**src/rtl/gpio_cfg_loader.sv**
```systemverilog
// Serial loader for the two GPIO pad-control shift chains. Both chains shift
// in lock-step, one configuration word per pad, MSB first, and a single
// serial_load strobe commits every pad at the end.
module gpio_cfg_loader #(
  parameter int AREA1PADS  = 19,
  parameter int TOTAL_PADS = 38,
  parameter int CFG_BITS   = 13,
  parameter int CLK_DIV    = 2
) (
  input  logic                clk,
  input  logic                resetn,
  input  logic                xfer_start,
  output logic                busy,
  output logic                done,
  output logic [5:0]          cfg_addr_1,
  input  logic [CFG_BITS-1:0] cfg_data_1,
  output logic [5:0]          cfg_addr_2,
  input  logic [CFG_BITS-1:0] cfg_data_2,
  output logic                serial_clock,
  output logic                serial_load,
  output logic                serial_data_1,
  output logic                serial_data_2
);

  localparam int A2         = TOTAL_PADS - AREA1PADS;
  localparam int N          = (AREA1PADS > A2) ? AREA1PADS : A2;
  // The shorter chain is padded with zero words at the start so that both
  // chains finish on their entry pad at the same time.
  localparam int PAD1_START = N - AREA1PADS;
  localparam int PAD2_START = N - A2;
  localparam int KW         = $clog2(N + 1);
  localparam int BW         = $clog2(CFG_BITS + 1);
  localparam int DW         = $clog2(CLK_DIV + 1);

  typedef enum logic [2:0] {IDLE, FETCH, SHIFT_LO, SHIFT_HI, LOAD, DONE} state_t;

  state_t              state_reg, state_next;
  logic [KW-1:0]       step_reg, step_next;
  logic [BW-1:0]       bit_reg, bit_next;
  logic [DW-1:0]       div_reg, div_next;
  logic [CFG_BITS-1:0] shift1_reg, shift1_next;
  logic [CFG_BITS-1:0] shift2_reg, shift2_next;
  logic [5:0]          addr1_reg, addr1_next;
  logic [5:0]          addr2_reg, addr2_next;
  logic                busy_reg, busy_next;
  logic                done_reg, done_next;
  logic                sclk_reg, sclk_next;
  logic                load_reg, load_next;
  logic                sd1_reg, sd1_next;
  logic                sd2_reg, sd2_next;
  logic                enter_fetch;
  logic [KW-1:0]       fetch_step;
  logic                div_last;

  assign div_last = (div_reg == DW'(CLK_DIV - 1));

  // Next-state, counters, shift registers and pad addresses.
  always_comb begin
    state_next  = state_reg;
    step_next   = step_reg;
    bit_next    = bit_reg;
    div_next    = div_reg;
    shift1_next = shift1_reg;
    shift2_next = shift2_reg;
    addr1_next  = addr1_reg;
    addr2_next  = addr2_reg;
    enter_fetch = 1'b0;
    fetch_step  = '0;
    case (state_reg)
      IDLE: begin
        if (xfer_start) begin
          state_next  = FETCH;
          step_next   = '0;
          enter_fetch = 1'b1;
          fetch_step  = '0;
        end
      end
      FETCH: begin
        shift1_next = (int'(step_reg) >= PAD1_START) ? cfg_data_1 : '0;
        shift2_next = (int'(step_reg) >= PAD2_START) ? cfg_data_2 : '0;
        bit_next    = BW'(CFG_BITS - 1);
        div_next    = '0;
        state_next  = SHIFT_LO;
      end
      SHIFT_LO: begin
        if (div_last) begin
          div_next   = '0;
          state_next = SHIFT_HI;
        end else begin
          div_next = div_reg + DW'(1);
        end
      end
      SHIFT_HI: begin
        if (div_last) begin
          div_next = '0;
          if (bit_reg != '0) begin
            // Advance to the next bit; it appears on the falling edge.
            bit_next    = bit_reg - BW'(1);
            shift1_next = {shift1_reg[CFG_BITS-2:0], 1'b0};
            shift2_next = {shift2_reg[CFG_BITS-2:0], 1'b0};
            state_next  = SHIFT_LO;
          end else if (step_reg != KW'(N - 1)) begin
            step_next   = step_reg + KW'(1);
            fetch_step  = step_reg + KW'(1);
            enter_fetch = 1'b1;
            state_next  = FETCH;
          end else begin
            state_next = LOAD;
          end
        end else begin
          div_next = div_reg + DW'(1);
        end
      end
      LOAD: begin
        if (div_last) begin
          div_next   = '0;
          state_next = DONE;
        end else begin
          div_next = div_reg + DW'(1);
        end
      end
      DONE: begin
        state_next = IDLE;
      end
      default: begin
        state_next = IDLE;
      end
    endcase
    // Addresses are set up one cycle ahead so cfg_data is valid in FETCH.
    // Padding steps leave the address untouched.
    if (enter_fetch) begin
      if (int'(fetch_step) >= PAD1_START)
        addr1_next = 6'(N - 1 - int'(fetch_step));
      if (int'(fetch_step) >= PAD2_START)
        addr2_next = 6'(TOTAL_PADS - N + int'(fetch_step));
    end
  end

  // Output values decoded from the upcoming state so every output is a flop.
  always_comb begin
    busy_next = (state_next != IDLE);
    done_next = (state_next == DONE);
    sclk_next = (state_next == SHIFT_HI);
    load_next = (state_next == LOAD);
    sd1_next  = 1'b0;
    sd2_next  = 1'b0;
    if (state_next == SHIFT_LO || state_next == SHIFT_HI) begin
      sd1_next = shift1_next[CFG_BITS-1];
      sd2_next = shift2_next[CFG_BITS-1];
    end
  end

  // State and output registers; reset aborts any load without latching.
  always_ff @(posedge clk or negedge resetn) begin
    if (!resetn) begin
      state_reg  <= IDLE;
      step_reg   <= '0;
      bit_reg    <= '0;
      div_reg    <= '0;
      shift1_reg <= '0;
      shift2_reg <= '0;
      addr1_reg  <= '0;
      addr2_reg  <= '0;
      busy_reg   <= 1'b0;
      done_reg   <= 1'b0;
      sclk_reg   <= 1'b0;
      load_reg   <= 1'b0;
      sd1_reg    <= 1'b0;
      sd2_reg    <= 1'b0;
    end else begin
      state_reg  <= state_next;
      step_reg   <= step_next;
      bit_reg    <= bit_next;
      div_reg    <= div_next;
      shift1_reg <= shift1_next;
      shift2_reg <= shift2_next;
      addr1_reg  <= addr1_next;
      addr2_reg  <= addr2_next;
      busy_reg   <= busy_next;
      done_reg   <= done_next;
      sclk_reg   <= sclk_next;
      load_reg   <= load_next;
      sd1_reg    <= sd1_next;
      sd2_reg    <= sd2_next;
    end
  end

  assign busy          = busy_reg;
  assign done          = done_reg;
  assign cfg_addr_1    = addr1_reg;
  assign cfg_addr_2    = addr2_reg;
  assign serial_clock  = sclk_reg;
  assign serial_load   = load_reg;
  assign serial_data_1 = sd1_reg;
  assign serial_data_2 = sd2_reg;

endmodule
```
**config.mk**
```make
export PLATFORM = sky130hd
export DESIGN_NAME = gpio_cfg_loader
export DESIGN_NICKNAME = d
export VERILOG_FILES = /design/src/rtl/gpio_cfg_loader.sv
export SDC_FILE = /design/constraint.sdc
export NUM_CORES = 1
export LEC_CHECK = 0
export CAP_MARGIN = 20
export CORE_MARGIN = 8
export CORE_UTILIZATION = 49
export CTS_BUF_LIST = sky130_fd_sc_hd__clkbuf_2
export CTS_CLUSTER_DIAMETER = 200
export DETAILED_ROUTE_END_ITERATION = 10
export GPL_TIMING_DRIVEN = 0
export PLACE_DENSITY = 0.82
export SETUP_SLACK_MARGIN = 0.2
export SKIP_CTS_REPAIR_TIMING = 1
export SLEW_MARGIN = 10
export SYNTH_ARGS = -nofsm -noshare
export SYNTH_HDL_FRONTEND = slang
export SYNTH_SLANG_ARGS = --single-unit
```
**constraint.sdc**
```tcl
create_clock -name clk -period 3.3 [get_ports clk]
set_input_delay 0.66 -clock clk [delete_from_list [all_inputs] [get_ports clk]]
set_output_delay 0.66 -clock clk [all_outputs]
set_load 0.03 [all_outputs]
```
* Yosys cells after proc, flatten, opt, wreduce, memory -nomap -nowiden *
Index checks and enable logic that the tools add are counted.
W data, S select, Z words.

operators by class
  muxes and demuxes = 34
  equality and inequality tests = 15
  $add $sub $neg = 5
  reduce and logical (&&, ||, !) cells = 10

operators by type and width
  kind                   count
  $mux W13               4
  $pmux W13 S2           2
  $mux W5                8
  $mux W3                6
  $pmux W3 S5            1
  $eq A3 B2 Y1 const B   4
  $ne A2 B2 Y1 const B   5
  $pmux W5 S2            1
  $eq A3 B3 Y1 const B   3
  $mux W4                2
  $pmux W4 S2            1
  $add A5 B5 Y6 const A  1
  $mux W1                6
  $reduce_bool A2 Y1     3
  $sub A5 B5 Y6 const A  1
  $add A5 B1 Y5 const B  1
  $ne A5 B5 Y1 const B   1
  $reduce_and A5 Y1      1
  $pmux W2 S2            1
  $reduce_bool A4 Y1     1
  $sub A4 B1 Y4 const B  1
  $eq A3 B1 Y1 const B   1
  $logic_not A3 Y1       1
  $reduce_and A3 Y1      1
  7 further kinds        7

word-level totals
  word-level logic and storage cells = 80
  output and inout bits = 18
  input port bits = 29
  register bits after elaboration = 58

* Depth between registers and ports, before layout *
Gate-level depths: netlist of the first run.

  word-level depth = 8
  gate-level depth with buffers = 12
  gate-level depth less buffers = 12

* Worst setup path before layout of the first run *
Ideal clock, no wire load.

  path kind = reg-to-reg
  start = reg bit_reg[0]
  end = reg addr2_reg[4] (netlist: cfg_addr_2[4])
  clock period less this slack = 2.292 ns
  cell stages (with the launch flop) = 13
  data required time = 3.180 ns
  data arrival time = 2.173 ns
  slack = 1.008 ns
  cell sequence = dfrtp_1 > inv_1 > ha_1 > nor3b_2 > nand4_4 > nor2_1 > inv_1 > ha_1 > nor2b_1 > a221o_1 > a21oi_1 > xor2_1 > a2bb2oi_2

on the way
  word-level cells in the longest chain between the ends = 5
  elaborated cells between the ends (all ways) = 8
  those cells by class = add/sub (1); mux (6); reduce/logical (1)

ends and longest elaborated chain
  what                      RTL line  RTL
  start: declaration        39        logic [BW-1:0] bit_reg, bit_next;
  start signal: assignment  173       bit_reg <= bit_next;
  $reduce_bool A4 Y1        96        if (bit_reg != '0) begin
  $mux W5                   96
  $mux W5                   94        if (div_last) begin
  $mux W5                   -
  named net fetch_step[0]   52        logic [KW-1:0] fetch_step;
  $add A5 B5 Y6             135       addr2_next = 6'(TOTAL_PADS - N + int'(fetch_step));
  end signal: assignment    178       addr2_reg <= addr2_next;
  end: declaration          44        logic [5:0] addr2_reg, addr2_next;

The timed path passes the listed nets, and every way through them passes these cells.
A chain may end at the register's enable or synchronous reset.

* Final worst setup path of the first run *
Same ends and word-level chain as after synthesis.

==> flow_metrics.env, run 1 <==
export IMPL_synthFlopType="dfrtp_1"
export IMPL_ff2ff_setup_slack_ps=770
export IMPL_finalCritPeriodShare_pct=76.6
export IMPL_drt_initial_drc_count=76
export IMPL_netlist_instances=272
export IMPL_critPathMaxFanout=7
export IMPL_die_area_um2=8390
export IMPL_final_cells=406
export IMPL_setup_slack_ps=772
export IMPL_antenna_left=0
export IMPL_root_buffer="clkbuf_2"
export IMPL_worst_hold_slack_ps=227
export IMPL_cts_inserted_buffers=9
export IMPL_insertion_delay_ps=460
export IMPL_arrival_ps=2900
export IMPL_ys_seq_area_share_pct=50.9
export IMPL_syn_to_final_growth_pct=23.2
export IMPL_max_cap_viol_count=0
export IMPL_ir_drop_v=0.000189
export IMPL_fin_crit_ps=2530
export IMPL_clk_pin_slew_worst_paths_ps=160
export IMPL_io_pins=47
export IMPL_wl_per_cell_um=14.7
export IMPL_hp_class="input pin to async pin"
export IMPL_synth_area_top_cells="dfrtp_1, o22ai_1, a21oi_1"
export IMPL_worstSetupPathType="flip-flop to flip-flop"
export IMPL_async_flop_share_pct=100
export IMPL_h_tree_depth=3
export IMPL_core_um2=5510
export IMPL_synthDistinctLibCells=47
export IMPL_routed_via_density=5.64
export IMPL_grt_remaining_overflow=0
export IMPL_required_ps=3670
export IMPL_ys_ff_latch=57
export IMPL_syn_avg_cell_area_um2=10.3
export IMPL_antenna_cells=0
export IMPL_worst_pin_slew_ps=701
export IMPL_syn_area_um2=2800
export IMPL_ff2ff_path_depth=12
export IMPL_hold_viol=0
export IMPL_rsz0062_at_grt="no"
export IMPL_drt_pre_antenna_iters=5
export IMPL_r2r_end="cfg_addr_2[4]"
export IMPL_clock_sinks=57
export IMPL_yosysTopAreaCellShare_pct=50.9
export IMPL_fill_cells=480
export IMPL_synth_edf_count=0
export IMPL_max_freq_mhz=396
export IMPL_finalSetupViolCount=0
export IMPL_cp_end_kind="flip-flop"
export IMPL_num_rows=27
export IMPL_r2r_start="bit_reg[0]"
export IMPL_slew_headroom_pct=53.3
export IMPL_finalClockSkew_ps=14.6
export IMPL_drive_gt1_share_pct=12.3
export IMPL_maxSlewViolCount=0
export IMPL_nets=363
export IMPL_die_y_um=91.6
export IMPL_grt_pass1_wl_um=10400
export IMPL_cts_buffer_depth=2
export IMPL_yosys_warnings=0
export IMPL_dp_cells=390
export IMPL_dpl_hpwl_um=4250
export IMPL_cellLeakagePower_nw=1.46
export IMPL_finalPower_mw=1.17
export IMPL_grt_max_degree=58
export IMPL_synth_most_common_cell="dfrtp_1"
export IMPL_synth_largest_area_cell="dfrtp_1"
export IMPL_io_buffers=46
export IMPL_antenna_found_initial=0
export IMPL_place_ws_ps=787
export IMPL_synth_nets=306
export IMPL_powerDensity_nw_per_um2=338
export IMPL_initial_core_util_pct=50.9
export IMPL_start_kind="flip-flop"
export IMPL_gp_congestion=0.827
export IMPL_grt_pass1_vias=2312
export IMPL_cts_tree="built"
export IMPL_outcome="completed"
export IMPL_synth_commonest_cells="dfrtp_1, o22ai_1, a21oi_1, nand2_1, nor2_1"
export IMPL_vias=2289
export IMPL_die_w_um=91.6
export IMPL_grt_usage_pct=15.0
export IMPL_drt_total_wl_um=5960
export IMPL_drc=0
-- per-layer routing --
metal	GRT usage, %	vias to the layer above	routed length [µm]
li1	-	1120	-
met1	17.9	1093	2680
met2	24.1	63	2850
met3	4.86	13	322
met4	6.55	0	113
met5	0	-	0
-- critical path, cell delays in order, from the launching register on --
cell	delay, ps
dfrtp_1	410
inv_1	110
ha_1	190
nor3b_2	300
nand4_4	190
nor2_1	240
inv_1	110
ha_1	260
nor2b_1	130
a221o_1	140
a21oi_1	70
xor2_1	160
a2bb2oi_2	140
-- worst max path at each step --
stage | startpoint | endpoint | slack, ps
2_1_floorplan | bit_reg[0] | cfg_addr_2[4] | 1010
3_3_place_gp | resetn | shift2_reg[7] | -180
3_5_place_dp | bit_reg[0] | cfg_addr_2[4] | 790
4_1_cts | bit_reg[0] | cfg_addr_2[4] | 760
5_1_grt | bit_reg[0] | cfg_addr_2[4] | 510
6_report | bit_reg[0] | cfg_addr_2[4] | 770
-- power breakdown --
group          switching (mW)  internal [mW]
Combinational          0.0177         0.0296
Sequential                  0          0.699
Clock                   0.246          0.174
-- per-stage QoR --
step	TNS, ps	area, µm²	util [%]
final	0	3450	62.6
after global routing	0	3450	62.6
after CTS	0	3450	62.6
after detailed placement	0	3350	60.8
after global placement	-10070	3350	60.8
after floorplan	0	2800	-
-- final cells by class --
cell class	instances	area, µm²	share of cell area (%)
sequential	57	1430	41.3
multi-input combinational	187	1210	35.2
timing repair buffer	46	458	13.3
buffer	19	126	3.66
tap	72	90.1	2.61
clock buffer	11	55.1	1.60
clock inverter	5	46.3	1.34
inverter	9	33.8	0.979
-- placed cells by master (no fill, tap or decap), drive strengths merged, types with 2 or more instances in the layout --
master         instances
o21ai                 11
nor2b                  6
a21oi                 31
nand3                  2
ha                     5
clkinv                 4
inv                    9
clkbuf                17
nor2                  12
buf                   14
a211o                  2
nand2b                 3
xnor2                  2
o22a                   2
clkdlybuf4s50         45
xor2                   6
dfrtp                 57
a22o                   4
o22ai                 50
nand2                 25
nor4                   3
a21o                   3
a211oi                 2
and2                   2
-- cells by family (layout without fill, tap and decap cells) --
group / Yosys count / count (layout) / synth area share [%]
AOI/OAI and AO/OA: 110 / 110 / 24.7
muxes: 2 / 2 / 0.760
DFF: 57 / 57 / 50.9
adders and majority gates: 5 / 5 / 2.23
buffers and inverters: 28 / 90 / 5.72
xor gates and xnor gates: 8 / 8 / 2.50
and+or+nand+nor: 62 / 62 / 13.1
No activity file was read; power rests on OpenSTA's default activity.
==> run 2, diff against run 1 <==
PLACE_DENSITY = 0.85   (was 0.82)
clock period = 2.1 ns   (was 3.3 ns; I/O delays follow)
==> run 2 against run 1 <==
  * The run now ends with setup timing left
  * Utilization rose by 4.6 points
  * Wire length rose by 9.6%
  * Critical path depth stayed put
  * Final area rose by 7.4%
==> flow_metrics.env, run 2 (synthesis gave the netlist of run 1 again) <==
export IMPL_hold_depth=2
export IMPL_drc=0
export IMPL_path_buf_inv=2
export IMPL_outcome="finished, violations left"
export IMPL_p_switching_mw=0.413
export IMPL_drive_gt1_share_pct=20.7
export IMPL_cp_end_kind="flip-flop"
export IMPL_die_y_um=91.6
export IMPL_comb_power_share_pct=4.8
export IMPL_switching_share_pct=24.2
export IMPL_register_area_um2=1430
export IMPL_nets=377
export IMPL_drt_initial_drc_count=140
export IMPL_finalCritPeriodShare_pct=108
export IMPL_dpl_hpwl_um=4440
export IMPL_core_um2=5510
export IMPL_clk_pin_slew_worst_paths_ps=160
export IMPL_drt_pre_antenna_iters=4
export IMPL_finalClockSkew_ps=22.7
export IMPL_cellLeakagePower_nw=1.69
export IMPL_worst_hold_slack_ps=489
export IMPL_worst_path_max_delay_cell="dfrtp_2"
export IMPL_slew_headroom_pct=56.7
export IMPL_final_core_util_pct=67.3
export IMPL_path_cells="inv_2, ha_4, nand4bb_4, nand4_4, nor2_4, inv_2, ha_4, nor2b_1, a221o_1, a21oi_2, xor2_1, a2bb2oi_2"
export IMPL_grt_usage_pct=15.4
export IMPL_r2r_end="cfg_addr_2[4]"
export IMPL_worstHoldStart="cfg_addr_1[3]"
export IMPL_die_area_um2=8390
export IMPL_vias=2402
export IMPL_fin_crit_ps=2260
export IMPL_insertion_delay_ps=470
export IMPL_grt_remaining_overflow=0
export IMPL_layout_commonest_cell="dfrtp_1"
export IMPL_max_cap_viol_count=0
export IMPL_p_clk_share_pct=30.8
export IMPL_hp_class="flip-flop to flip-flop"
export IMPL_required_ps=2510
export IMPL_hold_viol=0
export IMPL_io_pins=47
export IMPL_grt_max_degree=30
export IMPL_ir_drop_v=0.000297
export IMPL_clock_sinks=57
export IMPL_initial_core_util_pct=50.9
export IMPL_p_int_mw=1.29
export IMPL_finalSetupViolCount=1
export IMPL_r2r_start="step_reg[0]"
export IMPL_setup_slack_ps=-160
export IMPL_wl_per_cell_um=15.6
export IMPL_gp_congestion=0.768
export IMPL_routed_via_density=5.72
export IMPL_syn_to_final_growth_pct=32.3
export IMPL_num_rows=27
export IMPL_hold_end="cfg_addr_1[3]"
export IMPL_root_buffer="clkbuf_2"
export IMPL_arrival_ps=2670
export IMPL_worst_pin_slew_ps=649
export IMPL_final_cell_mix="dfrtp_1, o22ai_1, a21oi_1"
export IMPL_cts_buffer_depth=2
export IMPL_antenna_found_initial=0
export IMPL_violations="setup timing"
export IMPL_maxSlewViolCount=0
export IMPL_worstSetupPathType="flip-flop to flip-flop"
export IMPL_cts_tree="built"
export IMPL_ff2ff_path_depth=12
export IMPL_critPathMaxFanout=7
export IMPL_cts_inserted_buffers=9
export IMPL_max_freq_mhz=443
export IMPL_ff2ff_setup_slack_ps=-160
export IMPL_io_buffers=46
export IMPL_drt_total_wl_um=6540
export IMPL_antenna_cells=0
export IMPL_grt_pass1_vias=2495
export IMPL_grt_pass1_wl_um=10800
export IMPL_power_frac_seq_pct=64.4
export IMPL_h_tree_depth=3
export IMPL_die_w_um=91.6
export IMPL_start_kind="flip-flop"
export IMPL_powerDensity_nw_per_um2=460
export IMPL_fill_cells=440
export IMPL_crit_family="compound AO/OA/AOI/OAI gates"
export IMPL_cp_slowest_stage_delay_ps=500
export IMPL_antenna_left=0
export IMPL_multi_input_area_um2=1320
export IMPL_rsz0062_at_grt="yes"
[run 2: cell count changes in the layout (fill, tap and decap cells not counted), moves of 2 or more]
cell,delta
inv_2,+5
buf_4,+12
nor2_1,-2
ha_4,+3
nor2_4,+2
inv_1,-5
nor4_4,+2
dfrtp_1,-2
dfrtp_2,+2
dlymetal6s2s_1,+18
clkdlybuf4s50_1,-18
ha_1,-4
[run 2: per-stage QoR]
| step | power (mW) | setup WS [ps] | area, µm² | TNS (ps) | std cells |
|---|---|---|---|---|---|
| after floorplan | 1.12 | 2.23 | 2850 | 0 | 272 |
| after CTS | 1.72 | -195 | 3490 | -195 | 407 |
| after global routing | 1.77 | -263 | 3700 | -263 | 420 |
| after detailed placement | 1.20 | -174 | 3420 | -174 | 391 |
| after global placement | 1.20 | -1300 | 3400 | -62700 | 390 |
| final | 1.70 | -160 | 3700 | -160 | 420 |
[run 2: cell type report]
type | count | area share (%)
Clock inverter | 6 | 0.676
Inverter | 9 | 0.912
Buffer | 19 | 3.68
Sequential cell | 57 | 38.6
Timing Repair Buffer | 60 | 16.8
Tap cell | 72 | 2.43
Clock buffer | 10 | 1.35
Multi-Input combinational cell | 187 | 35.6
[run 2: metal layers]
metal,GRT usage (%),vias to the layer above,part of all wire (%)
li1,-,1155,-
met1,18.5,1154,43
met2,24.7,78,49
met3,4.53,15,5.8
met4,7.64,0,1.8
met5,0,-,0
[run 2: worst min-delay path, stage by stage (launching register included)]
cell     delay [ps]
dfrtp_1         380
nand2_1          50
nand2_1          50
[run 2: power groups by stage]
stage	Combinational [mW]	Sequential, mW	Clock [mW]
detailed placement	0.0815	1.12	0
floorplan	0.00201	1.12	0
finish	0.0811	1.10	0.525
global placement	0.0771	1.12	0
CTS	0.0814	1.10	0.539
global route	0.0892	1.10	0.581
[run 2: worst max-delay path by stage]
stage                         end         from  depth (start not counted)  slack [ps]
floorplan           cfg_addr_2[4]   bit_reg[0]                         12           2
global placement      step_reg[0]       resetn                          1       -1300
detailed placement  cfg_addr_2[4]   bit_reg[0]                         12        -170
CTS                 cfg_addr_2[4]   bit_reg[1]                         12        -200
global route        cfg_addr_2[4]  step_reg[0]                         12        -260
finish              cfg_addr_2[4]  step_reg[0]                         12        -160
